<file path="config.mk">
export PLATFORM = sky130hd
export DESIGN_NAME = clk_div_bank
export DESIGN_NICKNAME = d
export VERILOG_FILES = /design/src/rtl/clk_div_pkg.sv /design/src/rtl/clk_div_ch.sv /design/src/rtl/clk_div_bank.sv
export SDC_FILE = /design/constraint.sdc
export NUM_CORES = 1
export LEC_CHECK = 0
export CORE_MARGIN = 3
export CORE_UTILIZATION = 25
export CTS_BUF_LIST = sky130_fd_sc_hd__clkbuf_4
export DETAILED_ROUTE_END_ITERATION = 6
export SLEW_MARGIN = 20
export SYNTH_ARGS = -nofsm -noshare
export SYNTH_HDL_FRONTEND = slang
export SYNTH_SLANG_ARGS = --single-unit
</file>
<file path="constraint.sdc">
create_clock -name clk_100MHz -period 7.55 [get_ports clk_100MHz]
set_clock_uncertainty 0.1 [all_clocks]
set_input_delay 1.51 -clock clk_100MHz [delete_from_list [all_inputs] [get_ports clk_100MHz]]
set_output_delay 1.51 -clock clk_100MHz [all_outputs]
set_load 0.005 [all_outputs]
</file>
<file path="src/rtl/clk_div_pkg.sv">
// Shared types and reset defaults for the clock-enable divider bank.
// CLK_DIV_PHASE_EN adds a per-channel start phase to the configuration.
package clk_div_pkg;

    localparam int   CNT_W_DEF   = 24;
    localparam int   NUM_DEF_CH  = 3;
    localparam logic MODE_TOGGLE = 1'b0;
    localparam logic MODE_TICK   = 1'b1;

    typedef enum logic [1:0] {
        OFF  = 2'd0,
        RUN  = 2'd1,
        PEND = 2'd2
    } ch_state_e;

    typedef struct packed {
        logic [CNT_W_DEF-1:0] div;
        logic                 mode;
`ifdef CLK_DIV_PHASE_EN
        logic [CNT_W_DEF-1:0] phase;
`endif
    } ch_cfg_t;

    // 25 MHz enable, 60 Hz and 5 Hz squares from the 100 MHz system clock
    localparam logic [NUM_DEF_CH-1:0][CNT_W_DEF-1:0] DEF_DIV =
        {24'd10_000_000, 24'd833_333, 24'd4};
    localparam logic [NUM_DEF_CH-1:0] DEF_MODE = {MODE_TOGGLE, MODE_TOGGLE, MODE_TICK};

    function automatic ch_cfg_t def_cfg(input int ch);
        ch_cfg_t c;
        c = '0;
        if (ch < NUM_DEF_CH) begin
            c.div  = DEF_DIV[ch[1:0]];
            c.mode = DEF_MODE[ch[1:0]];
        end else begin
            c.div  = 24'd1;
            c.mode = MODE_TICK;
        end
        return c;
    endfunction

endpackage

</file>
<file path="src/rtl/clk_div_ch.sv">
// One divider channel: counter, OFF/RUN/PEND sequencing and shadow config.
// CLK_DIV_PHASE_EN: counters start from a clamped programmable phase.
module clk_div_ch
    import clk_div_pkg::*;
#(
    parameter int               CNT_W    = CNT_W_DEF,
    parameter logic [CNT_W-1:0] DEF_DIV  = 1,
    parameter logic             DEF_MODE = MODE_TICK
) (
    input  logic             clk,
    input  logic             rst_n,
    input  logic             restart,
    input  logic             en,
    input  logic             acc,
    input  logic [CNT_W-1:0] acc_div,
    input  logic             acc_mode,
`ifdef CLK_DIV_PHASE_EN
    input  logic [CNT_W-1:0] acc_phase,
`endif
    output logic             pending,
    output logic             clk_out,
    output logic             tick
);

    ch_state_e        state_r, state_s;
    logic [CNT_W-1:0] cnt_r, cnt_s;
    logic [CNT_W-1:0] div_r, div_s, sh_div_r, sh_div_s;
    logic             mode_r, mode_s, sh_mode_r, sh_mode_s;
    logic             clk_out_r, clk_out_s, tick_r, tick_s;
    logic [CNT_W-1:0] div_eff_s, nxt_eff_s, start_s;
    logic             tc_s, direct_s, apply_sh_s;
`ifdef CLK_DIV_PHASE_EN
    logic [CNT_W-1:0] phase_r, phase_s, sh_phase_r, sh_phase_s;
`endif

    // Live/shadow configuration selection and start value of the counter
    always_comb begin
        div_eff_s  = (div_r == '0) ? CNT_W'(1) : div_r;
        tc_s       = (state_r != OFF) && (cnt_r == div_eff_s - CNT_W'(1));
        // Outside a running period a write goes straight to the live registers
        direct_s   = acc && (restart || !en || (state_r == OFF));
        apply_sh_s = (state_r == PEND) && (restart || !en || tc_s);
        sh_div_s   = sh_div_r;
        sh_mode_s  = sh_mode_r;
        div_s      = div_r;
        mode_s     = mode_r;
`ifdef CLK_DIV_PHASE_EN
        sh_phase_s = sh_phase_r;
        phase_s    = phase_r;
`endif
        if (acc && !direct_s) begin
            sh_div_s  = acc_div;
            sh_mode_s = acc_mode;
`ifdef CLK_DIV_PHASE_EN
            sh_phase_s = acc_phase;
`endif
        end else begin
            sh_div_s = sh_div_r;
        end
        if (direct_s) begin
            div_s  = acc_div;
            mode_s = acc_mode;
`ifdef CLK_DIV_PHASE_EN
            phase_s = acc_phase;
`endif
        end else if (apply_sh_s) begin
            div_s  = sh_div_r;
            mode_s = sh_mode_r;
`ifdef CLK_DIV_PHASE_EN
            phase_s = sh_phase_r;
`endif
        end else begin
            div_s = div_r;
        end
        nxt_eff_s = (div_s == '0) ? CNT_W'(1) : div_s;
`ifdef CLK_DIV_PHASE_EN
        start_s = (phase_s > nxt_eff_s - CNT_W'(1)) ? nxt_eff_s - CNT_W'(1) : phase_s;
`else
        start_s = '0;
`endif
    end

    // Channel FSM next state, counter and output levels
    always_comb begin
        state_s   = state_r;
        cnt_s     = cnt_r;
        clk_out_s = clk_out_r;
        tick_s    = 1'b0;
        if (restart) begin
            state_s   = en ? RUN : OFF;
            cnt_s     = en ? start_s : '0;
            clk_out_s = 1'b0;
        end else if (!en) begin
            state_s   = OFF;
            cnt_s     = '0;
            clk_out_s = 1'b0;
        end else begin
            case (state_r)
                OFF: begin
                    state_s   = RUN;
                    cnt_s     = start_s;
                    clk_out_s = 1'b0;
                end
                RUN, PEND: begin
                    if (tc_s) begin
                        cnt_s  = '0;
                        tick_s = 1'b1;
                        if (apply_sh_s && (sh_mode_r != mode_r)) begin
                            clk_out_s = 1'b0;
                        end else if (mode_r == MODE_TICK) begin
                            clk_out_s = 1'b1;
                        end else begin
                            clk_out_s = !clk_out_r;
                        end
                        state_s = acc ? PEND : RUN;
                    end else begin
                        cnt_s     = cnt_r + CNT_W'(1);
                        clk_out_s = (mode_r == MODE_TICK) ? 1'b0 : clk_out_r;
                        state_s   = acc ? PEND : state_r;
                    end
                end
                default: begin
                    state_s   = OFF;
                    cnt_s     = '0;
                    clk_out_s = 1'b0;
                end
            endcase
        end
    end

    // State, counter, configuration and output registers
    always_ff @(posedge clk or negedge rst_n) begin
        if (!rst_n) begin
            state_r   <= OFF;
            cnt_r     <= '0;
            div_r     <= DEF_DIV;
            mode_r    <= DEF_MODE;
            sh_div_r  <= DEF_DIV;
            sh_mode_r <= DEF_MODE;
            clk_out_r <= 1'b0;
            tick_r    <= 1'b0;
`ifdef CLK_DIV_PHASE_EN
            phase_r    <= '0;
            sh_phase_r <= '0;
`endif
        end else begin
            state_r   <= state_s;
            cnt_r     <= cnt_s;
            div_r     <= div_s;
            mode_r    <= mode_s;
            sh_div_r  <= sh_div_s;
            sh_mode_r <= sh_mode_s;
            clk_out_r <= clk_out_s;
            tick_r    <= tick_s;
`ifdef CLK_DIV_PHASE_EN
            phase_r    <= phase_s;
            sh_phase_r <= sh_phase_s;
`endif
        end
    end

    assign pending = (state_r == PEND);
    assign clk_out = clk_out_r;
    assign tick    = tick_r;

endmodule

</file>
<file path="src/rtl/clk_div_bank.sv">
// Bank of NUM_CH clock-enable/tick generators with a valid/ready config port.
// Define CLK_DIV_PHASE_EN to add the cfg_phase input for phase offsets.
module clk_div_bank
    import clk_div_pkg::*;
#(
    parameter int NUM_CH = 3,
    parameter int CNT_W  = CNT_W_DEF,
    parameter int CH_W   = (NUM_CH > 1) ? $clog2(NUM_CH) : 1
) (
    input  logic              clk_100MHz,
    input  logic              reset_n,
    input  logic              restart,
    input  logic [NUM_CH-1:0] ch_en,
    input  logic              cfg_valid,
    output logic              cfg_ready,
    input  logic [CH_W-1:0]   cfg_ch,
    input  logic [CNT_W-1:0]  cfg_div,
    input  logic              cfg_mode,
`ifdef CLK_DIV_PHASE_EN
    input  logic [CNT_W-1:0]  cfg_phase,
`endif
    output logic [NUM_CH-1:0] clk_out,
    output logic [NUM_CH-1:0] tick
);

    logic [NUM_CH-1:0]      pending_s;
    logic [(1<<CH_W)-1:0]   pend_ext_s;
    logic                   acc_s;

    // Out-of-range channel numbers see a never-pending slot and are ready
    always_comb begin
        pend_ext_s               = '0;
        pend_ext_s[NUM_CH-1:0]   = pending_s;
        cfg_ready                = !pend_ext_s[cfg_ch];
    end

    assign acc_s = cfg_valid && cfg_ready;

    for (genvar i = 0; i < NUM_CH; i++) begin : g_ch
        localparam ch_cfg_t DEF = def_cfg(i);

        clk_div_ch #(
            .CNT_W    (CNT_W),
            .DEF_DIV  (CNT_W'(DEF.div)),
            .DEF_MODE (DEF.mode)
        ) u_ch (
            .clk      (clk_100MHz),
            .rst_n    (reset_n),
            .restart  (restart),
            .en       (ch_en[i]),
            .acc      (acc_s && (cfg_ch == CH_W'(i))),
            .acc_div  (cfg_div),
            .acc_mode (cfg_mode),
`ifdef CLK_DIV_PHASE_EN
            .acc_phase(cfg_phase),
`endif
            .pending  (pending_s[i]),
            .clk_out  (clk_out[i]),
            .tick     (tick[i])
        );
    end

endmodule

</file>
==> results by group <==
Timing
  • Fin Setup TNS: 0 ns
  • Actual slew at the worst max-slew pin: 1.095 ns
  • Crit path time final: 5.440 ns
  • Slew margin rel.: 0.2684
  • RSZ-0062 raised after global routing: false
  • Slew Limit Fails: 0
  • Fmax: 0.1838 GHz
  • Final Hold Vio Count: 0
  • Final setup fails: 0
  • Period utilisation layout: 0.7205

Drt
  • First-pass DRT Iterations: 5
  • 1st-iter DRT viols: 765
  • Avg Vias per Cell: 4.963
  • Final wirelength: 36.77 mm
  • Via count: 10,610
  • Routed Antenna Nets: 0
  • Routed wire per std cell: 17.21 um
  • Drt drc: 0

Clock tree
  • CTS max path bufs: 3
  • Clock-pin slew on the worst setup and hold paths: 0.06 ns
  • # resized after CTS: 0
  • Clock Tree Root: clkbuf_4
  • Setup bufs post-CTS: 0
  • Cts hold-fix bufs: 0
  • Clk_lat worst skew: 0.74 ns
  • CTS tree: done
  • CTS H-tree lvls: 3
  • Total CTS buffers: 69
  • Clk sink count: 234

Synth
  • Mean Syn Cell Area: 10.18 um2
  • Netlist cell types: 84
  • Synth Area in Compound Gates: 0.1056
  • Sequential area share after synthesis: 0.4336
  • Yosys Warn Count: 0
  • Synthesized area: 13,630 um2
  • Adder-cell area share of the yosys netlist: 0.01377
  • Async set-reset flop share out of synthesis: 1.000
  • Synth Area in XOR/XNOR: 0.09189
  • Top FF cell, synth: dfrtp_1
  • Mux cell area share after synthesis: 0.1140
  • Number of flops mapped to enable cells by yosys: 0
  • Flops & latches, synth: 234
  • Synth Instances: 1,339
  • Largest family of logic cells by synthesized area: simple AND/OR/NAND/NOR gates
  • Synth Area in Simple Gates: 0.2054
  • Syn nets: 1,388

Global route
  • Initial antenna violation count: 3
  • Largest net degree at the start of global routing: 101
  • Total grt overflow: 0
  • First-pass GRT wire length: 58.64 mm
  • Vias in the first global route: 10,540
  • Tot GR Track Use: 0.1281

Outcome
  • Outcome: finished, final reports clean

Worst hold path
  • Hold path start: g_ch[1].u_ch.sh_div_r[22]
  • Path type of the worst min-delay path: reg -> reg

Final layout
  • Layout area overhead: 14.38%
  • Area of the multi-input gates: 7262 um2
  • Final Non-Filler Cells: 2,137
  • Fraction of layout cells with a size suffix above 1: 0.2409
  • # diodes: 0
  • FF+latch area: 5911 um2
  • Fin nets: 1,441
  • Fill cell count: 5,516

Critical path
  • Worst Path Required: 8.04 ns
  • Crit-path slowest cell: nand3_1
  • CP dominant cell by count: nand4_1
  • Crit-path max FO: 25
  • CP delay by family, top: simple AND/OR/NAND/NOR gates
  • Kind of critical path: reg -> reg
  • CP Capture Type: register
  • Crit path from: g_ch[1].u_ch.div_r[11]
  • Worst endpoint data arrival time: 5.93 ns
  • Startpoint types: register
  • CP Cell Sequence: nor4_1, nand4_1, nor2_1, a21oi_1, ha_1, nor3b_1, nand4_1, mux2_2, a211oi_1, nor3_1, nor4bb_1, nand4b_1, nand3_1, o32a_1
  • Critical path buffers and inverters: 0
  • Crit path largest cell delay: 0.69 ns
  • RR Startpoint: g_ch[1].u_ch.div_r[11]

Die
  • Initial Util: 0.2558
  • Die height: 239.5 um
  • Row count: 84
  • Die footprint: 57,360 um2
  • Ports: 41
  • Die width: 239.5 um
  • Core Box Area: 53,290 um2

Placed design
  • DP Cell Count: 2,009
  • Port Buffers: 40
  • GPL Wtd Cong: 0.8563
  • HPWL after DPL: 26.10 mm

Run
  • Maxcap violations: 0

Pwr
  • Clk pwr share: 0.328
  • LEAKAGE: 6.251 nW
  • Power Total: 3.809 mW
  • Sw Share: 0.3308
  • Sequential share of power: 0.456
  • PD cells: 244.3 nW/um2
  • P_sw: 1.260 mW
  • Combinational share of power: 0.216
  • P_int: 2.549 mW
  • Peak VDD IR: 0.00008720 V
-- logic make-up (layout without fill, tap and decap cells) --
logic type,Yosys count,in the layout
AND/OR/NAND/NOR,515,515
flip-flops,234,234
AO/OA/AOI/OAI,178,178
XOR/XNOR,143,143
multiplexers,139,139
buffers and inverters,115,225
adder cells (fa/ha/maj),15,15
-- routing by layer --
metal  vias up  part of all wire  track usage
li1       4993                 -            -
met1      5268              0.45       0.1690
met2       272              0.46       0.2032
met3        69             0.057      0.03235
met4         4             0.027      0.04655
met5         -           0.00063            0
-- synthesized netlist by cell type, types with 5 or more instances --
master | instances | area (um2)
ha_1 | 15 | 187.7
nor3_1 | 33 | 165.2
nor4_2 | 5 | 62.56
mux2i_1 | 9 | 90.09
buf_2 | 11 | 55.05
nand4_1 | 18 | 112.6
nand3_1 | 46 | 230.2
nor4bb_1 | 5 | 50.05
a211oi_1 | 10 | 75.07
and2_1 | 10 | 62.56
nor2b_1 | 39 | 244.0
and3_1 | 29 | 181.4
dfrtp_1 | 190 | 4755
o211ai_1 | 11 | 82.58
mux2_2 | 127 | 1430
o21ai_0 | 21 | 105.1
nand2_1 | 62 | 232.7
inv_1 | 49 | 183.9
a21oi_1 | 18 | 90.09
a221oi_1 | 25 | 219.0
nand3b_1 | 7 | 52.55
nand2b_1 | 11 | 68.82
dfstp_2 | 44 | 1156
and4_1 | 5 | 43.79
a31oi_1 | 6 | 37.54
xor2_1 | 67 | 586.8
buf_4 | 9 | 67.56
nor4_1 | 18 | 112.6
clkbuf_1 | 43 | 161.4
o221a_2 | 25 | 281.5
xnor2_1 | 76 | 665.6
or4_1 | 9 | 67.56
nor2_1 | 149 | 559.3
or3_1 | 35 | 219.0
-- cell type report --
type,instances,area share
clock inverters,23,0.007624
flip-flops and latches,234,0.3791
inverters,49,0.01180
well taps,688,0.05522
multi-input cells,990,0.4658
clock buffers,105,0.05056
repair buffers,48,0.02986
-- metrics by stage --
stage          cell area [um2]    util  hold WS [ns]  setup slack [ns]
6_report                 15590  0.2926        0.4033             2.110
5_1_grt                  15590  0.2926        0.4154             1.500
4_1_cts                  15580  0.2923        0.4073             2.111
3_5_place_dp             14670  0.2753        0.3919             2.163
3_3_place_gp             14670  0.2753        0.3819             2.242
2_1_floorplan            13630       -        0.3737             3.351
-- worst paths after layout --
path,to,cells after the start,slack [ns]
min,g_ch[1].u_ch.sh_div_r[22],1,0.40
min in group asynchronous,g_ch[0].u_ch.cnt_r[12],1,0.74
min reg2reg,g_ch[1].u_ch.sh_div_r[22],1,0.40
max,g_ch[1].u_ch.state_r[0],14,2.11
max reg2reg,g_ch[1].u_ch.state_r[0],14,2.11
max in group asynchronous,g_ch[1].u_ch.tick,2,5.08
-- worst reg2reg max path, delay by kind of cell, from the launching register on --
family / cells / cell delay (ns)
AO/OA/AOI/OAI: 3 / 1.19
adder cells (fa/ha/maj): 1 / 0.25
flip-flops: 1 / 0.43
multiplexers: 1 / 0.35
AND/OR/NAND/NOR: 9 / 3.00
-- power by group through the flow --
stage / sequential, mW / clock, mW / combinational [mW]
finish: 1.74 / 1.25 / 0.822
global route: 1.77 / 1.37 / 0.910
CTS: 1.73 / 1.30 / 0.821
detailed placement: 1.75 / 0 / 0.817
global placement: 1.74 / 0 / 0.806
floorplan: 1.64 / 0 / 0.657
-- state kept, by name (all words and copies together) (netlist names) --
signal / count
g_ch.u_ch.clk_out: 3
g_ch.u_ch.cnt_r: 72
g_ch.u_ch.div_r: 72
g_ch.u_ch.sh_mode_r: 3
g_ch.u_ch.mode_r: 3
g_ch.u_ch.tick: 3
g_ch.u_ch.sh_div_r: 72
g_ch.u_ch.state_r: 6
-- placed cells by master, fill, tap and decap left out, types with 44 or more instances in the layout --
master	Yosys	final
dfrtp_1	190	190
inv_1	49	49
dfstp_2	44	44
nand3_1	46	46
xor2_1	67	67
nor2_1	149	149
nand2_1	62	62
mux2_2	127	127
xnor2_1	76	76
clkbuf_4	0	105
(Power assumes the default switching activity.)
==> RTL edit 1 (same settings) <==
Build with the macro `CLK_DIV_PHASE_EN` defined.
--- a/src/rtl/clk_div_pkg.sv
+++ b/src/rtl/clk_div_pkg.sv
@@ -1,5 +1,7 @@
 // Shared types and reset defaults for the clock-enable divider bank.
 // CLK_DIV_PHASE_EN adds a per-channel start phase to the configuration.
+`define CLK_DIV_PHASE_EN
+
 package clk_div_pkg;
 
     localparam int   CNT_W_DEF   = 24;
Ports: changed (added cfg_phase); port bits go from 41 to 65. The function was not compared with the original's and may differ.
==> RTL edit 1 against the original RTL <==
  * The flow now finishes with violations (negative setup slack)
  * Area after synthesis grew 74%
  * Design area rose by 120%
  * Routed wire length increased to 2.5 times the old value
  * Non-clock buffer count is 621 higher
  * Count of clock-buffer cells in the layout increased by 51
  * Setup slack worse by 2200 ps
  * Worst hold slack got worse by 18 ps
  * Total power increased by 140%
  * Via count rose by 120%
  * Sequential cell count up 144
  * Critical path depth up 24
  * Combinational power grew to 5.0 times the old value
  * Critical path type unchanged
  * Critical endpoint is now g_ch[2].u_ch.cnt_r[9]$_DFF_PN0_
==> RTL edit 1: results (changes against the original RTL) <==
status=complete, but fails checks (was complete, no violations); failing checks=negative setup slack; worst r2r src=g_ch[2].u_ch.div_r[16]$_DFF_PN0_ (was g_ch[1].u_ch.div_r[11]$_DFFE_PN0P_); clock-cell share of area=0.0420 (was 0.0582); comb_multi_in=2,017 (was 990); Seq/Total Area, Yosys=0.401 (was 0.434); CP max-delay cell=or4_4 (was nand3_1); ranking of synthesized cells by area=dfrtp_1 35%, mux2_2 6.1%, nand2_1 5.3% (was dfrtp_1 35%, mux2_2 10%, dfstp_2 8.5%); Net Count, Synth=2,751 (was 1,388); P_leak=14.7 nW (was 6.25 nW); Clock Latency Late Sink=890 ps (was 740 ps); Core Util, Final=0.361 (was 0.293); met3 Use GR=0.0367 (was 0.0324); Sw Ratio=0.381 (was 0.331); layout cell share with drive strength beyond 1=0.388 (was 0.241); # diodes=7 (was 0); met2 Track Usage GR=0.274 (was 0.203); Hold Path Cell Cnt=2 (was 1); Final WS setup=-135 ps (was 2110 ps); Non-clock buffers, area share=0.168 (was 0.0299); CP Max Fanout=6 (was 25); Via Count=23,465 (was 10,606); Num CTS Buffers=104 (was 69); Starting DRT DRC Count=1,827 (was 765); setup violators final=31 (was 0); Fillers=9,339 (was 5,516); first-pass GRT wire length=137,000 microns (was 58,600 microns); share of cell area taken by multi-input logic gates=0.455 (was 0.466); largest net degree at the start of global routing=156 (was 101); R2R cell count=38 (was 14); seq_cells=378 (was 234); vias in the first global route=22,406 (was 10,537); GRT Resource Usage Total=0.181 (was 0.128); Max rail drop VDD=0.128 mV (was 0.0872 mV); dpl hpwl=69,000 microns (was 26,100 microns); crit path DAT=8340 ps (was 5930 ps); Initial DRT Pass Iterations=6 (was 5); Post-Route M1 WL=41,600 microns (was 16,700 microns); r2r endpoint=g_ch[2].u_ch.cnt_r[9]$_DFF_PN0_ (was g_ch[1].u_ch.state_r[0]$_DFFE_PN0P_); hold endpoint=g_ch[1].u_ch.sh_div_r[10]$_DFFE_PN1P_ (was g_ch[1].u_ch.sh_div_r[22]$_DFFE_PN0P_); Netlist cell types=92 (was 84); Hold Crit Start=g_ch[1].u_ch.sh_div_r[10]$_DFFE_PN1P_ (was g_ch[1].u_ch.sh_div_r[22]$_DFFE_PN0P_); Avg Inst Size Synth=9.12 sq um (was 10.2 sq um); compound-cell area share of the yosys netlist=0.156 (was 0.106); mux share of post-synthesis cell area=0.0812 (was 0.114); routed wl met2=41,300 microns (was 17,000 microns); setup TNS=-1280 ps (was 0 ps); I/O Buffers=64 (was 40); Post-Route WL=93,300 microns (was 36,800 microns)
RTL edit 1: worst max path at each step:
stage	slack, ps	start	cells past startpoint	to
2_1_floorplan	-20	g_ch[0].u_ch.div_r[2]$_DFF_PN1_	39	g_ch[0].u_ch.cnt_r[1]$_DFF_PN0_
3_3_place_gp	-760	g_ch[1].u_ch.div_r[12]$_DFF_PN1_	39	g_ch[1].u_ch.cnt_r[6]$_DFF_PN0_
3_5_place_dp	-580	cfg_ch[1]	31	g_ch[1].u_ch.cnt_r[15]$_DFF_PN0_
4_1_cts	-100	g_ch[2].u_ch.div_r[20]$_DFF_PN1_	39	g_ch[2].u_ch.cnt_r[9]$_DFF_PN0_
5_1_grt	-430	g_ch[2].u_ch.div_r[16]$_DFF_PN0_	39	g_ch[2].u_ch.cnt_r[9]$_DFF_PN0_
6_report	-130	g_ch[2].u_ch.div_r[16]$_DFF_PN0_	38	g_ch[2].u_ch.cnt_r[9]$_DFF_PN0_
RTL edit 1: what timing repair did:
item	4_1_cts	5_1_grt
pin swaps	88	160
setup endpoints to repair	72	72
buffers inserted	48	54
gates cloned	2	8
gates resized for setup	157	274
RTL edit 1: logic make-up (layout without fill, tap and decap cells):
logic type	count (synthesis)	count (layout)
compound gates	552	552
xor+xnor	189	189
fa+ha+maj	90	90
buf+inv	208	925
flops	378	378
mux	176	176
other cells	0	7
simple gates	1010	1010
RTL edit 1: power by group through the flow:
stage	combinational (mW)	sequential [mW]	clock, mW
after floorplan	1.91	2.82	0
after global placement	3.25	2.93	0
after detailed placement	3.28	2.95	0
after CTS	3.53	2.92	2.07
after global routing	4.42	2.99	2.17
final	4.11	2.94	2.01
==> RTL edit 2 (same flow settings) <==
Made on the original files. Re-encode `ch_state_e` (3 states) as one-hot, 3 bits wide.
--- a/src/rtl/clk_div_pkg.sv
+++ b/src/rtl/clk_div_pkg.sv
@@ -7,10 +7,10 @@
     localparam logic MODE_TOGGLE = 1'b0;
     localparam logic MODE_TICK   = 1'b1;
 
-    typedef enum logic [1:0] {
-        OFF  = 2'd0,
-        RUN  = 2'd1,
-        PEND = 2'd2
+    typedef enum logic [2:0] {
+        OFF  = 3'b001,
+        RUN  = 3'b010,
+        PEND = 3'b100
     } ch_state_e;
 
     typedef struct packed {
Formal check against the unedited RTL: no difference found for any inputs over 4 cycles, from zero or initial values and one cycle with reset_n low; so few cycles prove little.
==> RTL edit 2 against the original RTL <==
  * Design area up 2.2%
  * Routed wire length decreased by 3.8%
  * Setup slack improved by 150 ps
  * Via count shrank 2.3%
  * Sequential cell count is 3 higher
  * Non-clock buffer count up 5
  * Core utilization grew 0.056 points
  * Critical path type unchanged
  * First-iteration DRC count down 23%
  * Total power up 20%
  * Area after synthesis increased by 1.7%
  * Largest cell class unchanged
  * Global-route usage shrank 0.42 points
==> RTL edit 2: results (changes against the original RTL) <==
status=complete, no violations (unchanged); dpl cells=2,047 (was 2,009); FMAX=189 MHz (was 184 MHz); CP Max Fanout=17 (was 25); worst rel slew slack=0.362 (was 0.268); vias in the first global route=10,606 (was 10,537); synth cell count leaders=199 x mux2_2, 190 x dfrtp_1, 152 x nor2_1 (was 190 x dfrtp_1, 149 x nor2_1, 127 x mux2_2); WL/cell=16.3 microns (was 17.2 microns); R2R cell count=15 (was 14); hold endpoint=g_ch[1].u_ch.sh_div_r[17]$_DFFE_PN0P_ (was g_ch[1].u_ch.sh_div_r[22]$_DFFE_PN0P_); Via Count=10,357 (was 10,606); Hold WS=399 ps (was 403 ps); Post-Synth Adder-Cell Area=0.00542 (was 0.0138); Starting DRT DRC Count=588 (was 765); largest net degree at the start of global routing=114 (was 101); largest buffer count on any clock path=3 (unchanged); layout cell share with drive strength beyond 1=0.286 (was 0.241); GRT Resource Usage Total=0.124 (was 0.128); r2r endpoint=g_ch[0].u_ch.div_r[0]$_DFFE_PN0P_ (was g_ch[1].u_ch.state_r[0]$_DFFE_PN0P_); Initial DRT Pass Iterations=4 (was 5); ranking of synthesized cells by area=dfrtp_1 34%, mux2_2 16%, dfstp_2 8.9% (was dfrtp_1 35%, mux2_2 10%, dfstp_2 8.5%); routability cong.=0.901 (was 0.856); Avg Inst Size Synth=10.5 sq um (was 10.2 sq um); antenna violations before repair=6 (was 3); slowest cell delay on critical path=700 ps; compound-cell area share of the yosys netlist=0.0756 (was 0.106); first-pass GRT wire length=57,600 microns (was 58,600 microns); Max rail drop VDD=0.102 mV (was 0.0872 mV); P_leak=6.39 nW (was 6.25 nW); dpl hpwl=25,300 microns (was 26,100 microns); Placement Setup Slack=2030 ps (was 2160 ps); Final #Nets=1,422 (was 1,441); Seq/Total Area, Yosys=0.432 (was 0.434); crit path DAT=5770 ps (was 5930 ps); Synth Area in XOR/XNOR=0.0872 (was 0.0919); Top Registers=g_ch.u_ch.cnt_r: 72 flops, g_ch.u_ch.div_r: 72 flops, g_ch.u_ch.sh_div_r: 72 flops (unchanged); Worst R2R Setup Slack=2260 ps (was 2110 ps); Non-Filler Instances=2,177 (was 2,137); Num CTS Buffers=71 (was 69); Hold Crit Start=g_ch[1].u_ch.sh_div_r[17]$_DFFE_PN0P_ (was g_ch[1].u_ch.sh_div_r[22]$_DFFE_PN0P_); CP max-delay cell=or4_1 (was nand3_1); mux share of post-synthesis cell area=0.197 (was 0.114); Clock Latency Late Sink=700 ps (was 740 ps); Netlist cell types=79 (was 84); CP startpoint=g_ch[0].u_ch.div_r[15]$_DFFE_PN0P_ (was g_ch[1].u_ch.div_r[11]$_DFFE_PN0P_); Placed Area=15,000 sq um (was 14,700 sq um); Reg clk slew, reported paths=60 ps (about the same)
[RTL edit 2: cell type report]
cell class / count / area [sq um]
Antenna cell: 3 / 7.51
Inverter: 24 / 90.1
Timing Repair Buffer: 53 / 523
Tap cell: 739 / 925
Sequential cell: 237 / 5990
Clock buffer: 108 / 811
Fill cell: 5652 / 38400
Multi-Input combinational cell: 995 / 7490
Clock inverter: 18 / 96.3
[RTL edit 2: metal layers]
metal / track usage / vias to the layer above / share of wire
met2: 0.195 / 232 / 0.45
met4: 0.0550 / 8 / 0.035
met1: 0.161 / 5087 / 0.46
li1: - / 4952 / -
met5: 0 / - / 0.0016
met3: 0.0302 / 78 / 0.053
[RTL edit 2: power by group]
part	switching (mW)	total (mW)	internal, mW
sequential	0.348	1.94	1.59
clock	0.568	1.25	0.684
combinational	0.675	1.37	0.694
total	1.59	4.56	2.97
